<file path="src/rtl/vga_timing_gen.sv">
// VGA timing and test-pattern generator: free-running h/v counters, registered sync/de/coords
// and one of four test patterns, with the pattern select latched at each frame origin.
module vga_timing_gen #(
  parameter int H_ACTIVE = 800,
  parameter int H_FP     = 56,
  parameter int H_SYNC   = 120,
  parameter int H_BP     = 64,
  parameter int V_ACTIVE = 600,
  parameter int V_FP     = 37,
  parameter int V_SYNC   = 6,
  parameter int V_BP     = 23,
  parameter bit HS_POL   = 1'b1,
  parameter bit VS_POL   = 1'b1,
  parameter int CW       = 4,
  parameter int CNTW     = 11
) (
  input  logic            clk,
  input  logic            rst,
  input  logic            pix_en,
  input  logic [1:0]      mode,
  input  logic [3*CW-1:0] solid_rgb,
  output logic            hsync,
  output logic            vsync,
  output logic            de,
  output logic [CNTW-1:0] x,
  output logic [CNTW-1:0] y,
  output logic [CW-1:0]   red,
  output logic [CW-1:0]   green,
  output logic [CW-1:0]   blue,
  output logic            frame_start,
  output logic [7:0]      frame_cnt
);

  localparam int H_TOTAL  = H_ACTIVE + H_FP + H_SYNC + H_BP;
  localparam int V_TOTAL  = V_ACTIVE + V_FP + V_SYNC + V_BP;
  localparam int HS_START = H_ACTIVE + H_FP;
  localparam int HS_END   = HS_START + H_SYNC;
  localparam int VS_START = V_ACTIVE + V_FP;
  localparam int VS_END   = VS_START + V_SYNC;
  localparam int BAR_W    = (H_ACTIVE / 8 > 0) ? H_ACTIVE / 8 : 1;

  if (H_TOTAL > (2 ** CNTW) || V_TOTAL > (2 ** CNTW)) begin : g_cnt_range
    $error("vga_timing_gen: CNTW too narrow for H_TOTAL/V_TOTAL");
  end

  // Pattern colour for an active pixel, packed {r,g,b}; bar index saturates so the
  // last bar absorbs the remainder of H_ACTIVE/8.
  function automatic logic [3*CW-1:0] pattern(input logic [1:0]      m,
                                              input logic [CNTW-1:0] px,
                                              input logic [CNTW-1:0] py,
                                              input logic [3*CW-1:0] solid);
    logic [3*CW-1:0] rgb;
    logic [2:0]      bar;
    int              idx;
    idx = int'(px) / BAR_W;
    if (idx > 7) idx = 7;
    case (idx)
      0:       bar = 3'b111;
      1:       bar = 3'b110;
      2:       bar = 3'b011;
      3:       bar = 3'b010;
      4:       bar = 3'b101;
      5:       bar = 3'b100;
      6:       bar = 3'b001;
      default: bar = 3'b000;
    endcase
    case (m)
      2'd0:    rgb = {{CW{bar[2]}}, {CW{bar[1]}}, {CW{bar[0]}}};
      2'd1:    rgb = (px[5] ^ py[5]) ? '0 : '1;
      2'd2:    rgb = solid;
      default: rgb = {3{px[CW+3:4]}};
    endcase
    return rgb;
  endfunction

  logic [CNTW-1:0] hc, vc;
  logic [1:0]      mode_q;
  logic            h_last, v_last, at_origin, act, hs_on, vs_on;
  logic [1:0]      mode_cur;
  logic [3*CW-1:0] rgb_nxt;

  always_comb begin
    h_last    = (int'(hc) == H_TOTAL - 1);
    v_last    = (int'(vc) == V_TOTAL - 1);
    at_origin = (hc == '0) && (vc == '0);
    act       = (int'(hc) < H_ACTIVE) && (int'(vc) < V_ACTIVE);
    hs_on     = (int'(hc) >= HS_START) && (int'(hc) < HS_END);
    vs_on     = (int'(vc) >= VS_START) && (int'(vc) < VS_END);
    // The origin pixel already uses the mode being latched on this cycle.
    mode_cur  = at_origin ? mode : mode_q;
    rgb_nxt   = act ? pattern(mode_cur, hc, vc, solid_rgb) : '0;
  end

  // Counter stage -> registered output stage (outputs describe hc/vc of the previous enabled cycle)
  always_ff @(posedge clk or posedge rst) begin
    if (rst) begin
      hc          <= '0;
      vc          <= '0;
      mode_q      <= '0;
      frame_cnt   <= '0;
      frame_start <= 1'b0;
      de          <= 1'b0;
      x           <= '0;
      y           <= '0;
      hsync       <= ~HS_POL;
      vsync       <= ~VS_POL;
      red         <= '0;
      green       <= '0;
      blue        <= '0;
    end else if (pix_en) begin
      hc <= h_last ? '0 : hc + 1'b1;
      if (h_last) vc <= v_last ? '0 : vc + 1'b1;
      if (at_origin) begin
        mode_q    <= mode;
        frame_cnt <= frame_cnt + 8'd1;
      end
      frame_start          <= at_origin;
      de                   <= act;
      x                    <= act ? hc : '0;
      y                    <= act ? vc : '0;
      hsync                <= hs_on ? HS_POL : ~HS_POL;
      vsync                <= vs_on ? VS_POL : ~VS_POL;
      {red, green, blue}   <= rgb_nxt;
    end
  end

endmodule

</file>
<file path="config.mk">
export PLATFORM = sky130hd
export DESIGN_NAME = vga_timing_gen
export DESIGN_NICKNAME = d
export VERILOG_FILES = /design/src/rtl/vga_timing_gen.sv
export SDC_FILE = /design/constraint.sdc
export NUM_CORES = 1
export LEC_CHECK = 0
export CAP_MARGIN = 30
export CORE_MARGIN = 3
export CORE_UTILIZATION = 40
export CTS_BUF_LIST = sky130_fd_sc_hd__clkbuf_8
export DETAILED_ROUTE_END_ITERATION = 7
export PLACE_DENSITY_LB_ADDON = 0.3
export REMOVE_ABC_BUFFERS = 1
export SLEW_MARGIN = 25
export SYNTH_ARGS = -nofsm -noshare
export SYNTH_HDL_FRONTEND = slang
export SYNTH_SLANG_ARGS = --single-unit
</file>
<file path="constraint.sdc">
create_clock -name clk -period 3.25 [get_ports clk]
set_input_delay 0.4875 -clock clk [delete_from_list [all_inputs] [get_ports clk]]
set_output_delay 0.4875 -clock clk [all_outputs]
set_load 0.01 [all_outputs]
</file>
After elaboration in Yosys (flattened, before gate mapping). Cells that the tools add are included.

Register bits after elaboration: 70. Input bits: 17.

$add $sub $neg: 3. Divide/modulo/power cells: 1. Order comparisons: 7. Eq/ne operators: 10. Mux-type cells: 12. Bitwise gates (word level): 1. Reductions and logical operators: 10.

Operators by type and width (number): == test 32 x 3 -> 1 bit (second input constant) (3); == test 32 x 2 -> 1 bit (second input constant) (2); < comparator 11 x 10 -> 1 bit (second input constant) (4); 2-to-1 mux 11 bit (4); one-hot mux 12 bit (3 select lines) (1); divider 12 x 8 -> 32 bit (second input constant) (1); == test 32 x 1 -> 1 bit (second input constant) (1); > comparator 32 x 4 -> 1 bit (second input constant) (1); zero test 32 bit (1); 2-to-1 mux 32 bit (1); 2-to-1 mux 12 bit (2); adder 11 x 1 -> 11 bit (second input constant) (2); == test 11 bit (second input constant) (2); >= comparator 11 x 10 -> 1 bit (second input constant) (2); zero test 11 bit (2); one-hot mux 3 bit (7 select lines) (1); adder 8 x 1 -> 8 bit (second input constant) (1); logical AND 1 bit (4); AND reduction 2 bit (2); == test 2 x 1 -> 1 bit (second input constant) (1); == test 2 bit (second input constant) (1); zero test 2 bit (1); 2-to-1 mux 1 bit (2); 2-to-1 mux 2 bit (1); bitwise XOR 1 bit (1).

Longest topological paths before layout.
Depth in word-level cells: 7. Mapped depth: 15. Mapped depth without buffers: 13.

Least setup slack after synthesis. No wires, ideal clock.

Path kind: flip-flop to flip-flop. From: register hc[8]. To: register blue[1]. Arrival: 3381 ps. Required time: 3111 ps. Setup slack: -270 ps. Cell stages (with the launch flop): 16. Path buffers: 2. Period minus slack after synthesis: 3520 ps. Cell sequence: dfrtp_1 -> buf_6 -> or3_4 -> and2_1 -> ha_1 -> nand2b_1 -> o21ai_1 -> and3_1 -> buf_6 -> o211ai_2 -> and3_4 -> a2111oi_4 -> o2111ai_1 -> and4_4 -> a2111oi_0 -> o32ai_1.

Cells in the longest elaborated chain, start to end: 7. Elaborated cells between the ends (all ways): 21.

RTL lines: from (decl) (line 76) `logic [CNTW-1:0] hc, vc;`; from (signal assigned) (line 111) `hc <= h_last ? '0 : hc + 1'b1;`; divider 12 x 8 -> 32 bit (line 55) `idx = int'(px) / BAR_W;`; > comparator 32 x 4 -> 1 bit (line 56) `if (idx > 7) idx = 7;`; 2-to-1 mux 32 bit (line 56); == test 32 x 3 -> 1 bit (tied with other cells) (line 57) `case (idx)`; one-hot mux 3 bit (7 select lines) (line 57); one-hot mux 12 bit (3 select lines) (line 67) `case (m)`; 2-to-1 mux 12 bit (*) (line 91) `rgb_nxt = act ? pattern(mode_cur, hc, vc, solid_rgb) : '0;`; to (signal assigned) (line 123) `{red, green, blue} <= rgb_nxt;`; to (decl) (line 29) `output logic [CW-1:0] blue,`.

Mark *: on every way between the ends. The rest lies on a longest branch, timed or not. A chain may end at the register's enable or synchronous reset.

Worst setup path after layout.
From: register hc[6]. To: register blue[2].

Same word-level chain as after synthesis.

==> impl_metrics.csv <==
group,metric,value,unit
status,failed_checks,"negative setup slack",
worst_setup_path,cp_data_required_time,3.46,ns
clocking,clock_latency,0.35,ns
placed_design,dp_hpwl,7510,um
placed_design,portBuffers,62,
sta,worstMarginPinSlew,0.630,ns
synthesis,yosys_warnings,0,
synthesis,ys_ff_latch,70,
routing,routed_wl,10900,um
grt,antenna_found_initial,0,
clocking,clock_sinks,70,
clocking,cts_root_buf,"clkbuf_8",
synthesis,synthMuxAreaShare,0.0161,
flow_run,cap_violations,0,
worst_setup_path,arrival,3.59,ns
clocking,clk_pin_slew,0.08,ns
clocking,numCtsBuffers,9,
placed_design,post-place-ws,-0.486,ns
clocking,cts_tree,"done",
final_layout,drive_above_1_share,0.234,
synthesis,synth_edf_count,0,
grt,grt_pass1_wl,17500,um
power,power.total,2.98,mW
routing,viasPerCell,5.68,
sta,setup_tns,-0.400,ns
hold_path,hold_path.class,"reg -> reg",
synthesis,yosys.area_share.adder,0.0245,
final_layout,area_delta_synth_final,36.1,%
routing,ant_nets,0,
sta,hold_viol,0,
worst_setup_path,cp-start-kind,"flop",
synthesis,synth_area,0.00404,mm^2
sta,clock-skew-final,0.0166,ns
routing,drtIter0Drc,207,
sta,period_minus_slack,3.38,ns
routing,post_drt_wl_per_cell,16.9,um
sta,fmax,0.296,GHz
sta,slew_headroom,0.577,
sta,final.period_utilization,1.04,
sta,setup_slack,-0.125,ns
floorplan,die_x,107,um
floorplan,dieHeight,107,um
sta,hold_slack,0.467,ns
sta,setup_violations,4,
final_layout,fillCellCount,882,
floorplan,core,0.00982,mm^2
floorplan,ios,63,
synthesis,synthArstFlopShare,1.00,
routing,first_pass_iters,4,
power,worst_ir_drop_vdd,0.000220,V
grt,overflow,0,
grt,grt_pass1_vias,3454,
routing,vias,3641,
final_layout,insertedDiodeCount,0,
power,power_density,542,mW/mm^2
synthesis,synth_top_family_by_area,"compound AO/OA/AOI/OAI gates",
grt,grt_use_total,0.192,
synthesis,synth_compound_area_frac,0.248,
synthesis,yosysSeqAreaShare,0.433,
worst_setup_path,crit_path_end_kind,"flop",
synthesis,synth_ff_type,"dfrtp_1",
floorplan,die_area,0.0113,mm^2
clocking,cts_hold_buffers,0,
synthesis,yosys.area_share.simple,0.170,
worst_setup_path,path_class,"reg -> reg",
placed_design,gp_congestion,0.868,
sta,drv_slew,0,
grt,grt_start_max_net_pins,43,
floorplan,num_rows,36,
floorplan,initial_core_util,0.412,
sta,rsz0062_at_grt,"true",
clocking,clock_path_buffers,2,
final_layout,fin_area,0.00550,mm^2
routing,drc_errors,0,
synthesis,ys_types,67,
worst_setup_path,path_max_fanout,6,
final_layout,final_nets,527,
synthesis,synthCells,421,
synthesis,synth_area_per_cell,9.60,um^2
clocking,cts_max_level,3,
placed_design,placed_cell_area,0.00496,mm^2
synthesis,synth_xor_area_frac,0.0520,
power,p_leak,2.39,nW
status,outcome,"finished, violations left",
synth_stat cells, types with 6 or more instances:
| library cell | count | area share |
|---|---|---|
| and3_1 | 9 | 0.014 |
| a21o_1 | 8 | 0.015 |
| nand2_1 | 31 | 0.029 |
| o21ai_0 | 17 | 0.021 |
| nor2_1 | 32 | 0.030 |
| nand3_1 | 8 | 0.0099 |
| buf_2 | 8 | 0.0099 |
| nand4_1 | 6 | 0.0093 |
| o2bb2ai_1 | 10 | 0.022 |
| ha_1 | 7 | 0.022 |
| inv_1 | 17 | 0.016 |
| nor3_1 | 10 | 0.012 |
| xor2_1 | 10 | 0.022 |
| a22o_1 | 20 | 0.043 |
| a21oi_1 | 28 | 0.035 |
| xnor2_1 | 14 | 0.030 |
| clkbuf_1 | 17 | 0.016 |
| dfrtp_1 | 70 | 0.43 |
| a31oi_1 | 6 | 0.0093 |
layout make-up:
cell class	count	area, um^2	area share
timing repair buffer	102	941	0.171
tap	133	166	0.0303
clock inverter	6	45.0	0.00819
clock buffer	10	138	0.0250
sequential	70	1750	0.318
multi-input combinational	302	2390	0.435
inverter	18	67.6	0.0123
cells in the final DEF, fill, tap and decap left out, types with 9 or more instances in the layout:
master           instances
inv_1                   16
dfrtp_1                 70
a21oi_1                 22
a22o_1                  20
clkdlybuf4s50_1         62
nor2_1                  31
clkbuf_8                10
nand2_1                 31
nor3_1                   9
o2bb2ai_1               10
buf_4                   37
xnor2_1                 13
xor2_1                  10
o21ai_0                 12
cell families (layout without fill, tap and decap cells):
family	after synthesis	after routing
adder cells (fa/ha/maj)	8	8
XOR/XNOR	24	24
AO/OA/AOI/OAI	134	134
buffers and inverters	49	136
AND/OR/NAND/NOR	130	130
multiplexers	6	6
flip-flops	70	70
stage by stage:
| step | std cells | utilization |
|---|---|---|
| 3_5_place_dp | 621 | 0.505 |
| 5_1_grt | 641 | 0.560 |
| 6_report | 641 | 0.560 |
| 3_3_place_gp | 621 | 0.505 |
| 2_1_floorplan | 390 | - |
| 4_1_cts | 640 | 0.545 |
worst paths after layout:
| kind | start | end | slack, ns | depth (start not counted) |
|---|---|---|---|---|
| setup / recovery | hc[6]$_DFFE_PP0P_ | blue[2]$_DFFE_PP0P_ | -0.13 | 13 |
| hold / removal | frame_cnt[7]$_DFFE_PP0P_ | frame_cnt[7]$_DFFE_PP0P_ | 0.47 | 1 |
| setup reg to reg | hc[6]$_DFFE_PP0P_ | blue[2]$_DFFE_PP0P_ | -0.13 | 13 |
| hold reg to reg | frame_cnt[7]$_DFFE_PP0P_ | frame_cnt[7]$_DFFE_PP0P_ | 0.47 | 1 |
| max in group asynchronous | rst | x[7]$_DFFE_PP0P_ | 2.06 | 3 |
| min in group asynchronous | rst | frame_cnt[4]$_DFFE_PP0P_ | 0.54 | 2 |
worst max-delay path, cell delays in order, from the launching register on:
cell,delay [ns]
dfrtp_1,0.38
or3_4,0.38
and2_4,0.15
ha_4,0.20
nand2b_4,0.14
o21ai_4,0.19
and3_4,0.26
o211ai_2,0.10
and3_4,0.20
a2111oi_4,0.31
o2111ai_2,0.23
and4_4,0.26
a2111oi_4,0.29
o32ai_2,0.14
per-layer routing:
layer  track usage  up-vias  routed length (um)
met5             0        -                   0
met4        0.0621        0                 193
met3        0.0364       16                 501
met2         0.310       90                5220
met1         0.262     1816                4940
li1              -     1719                   -
registers in the layout, indices dropped and copies added (netlist names), 4 cells and up:
register,cells
red,4
green,4
y,11
x,11
frame_cnt,8
vc,11
hc,11
blue,4
power by group:
| part | switching, mW | internal (mW) |
|---|---|---|
| Clock | 0.356 | 0.300 |
| Sequential | 0.123 | 0.999 |
| Combinational | 0.621 | 0.582 |
what timing repair did:
action / CTS / global route
pin swaps: 24 / 16
buffers inserted: 3 / 2
gates resized for setup: 37 / 26
setup endpoints to repair: 8 / 8
No activity file was read; power rests on OpenSTA's default activity.
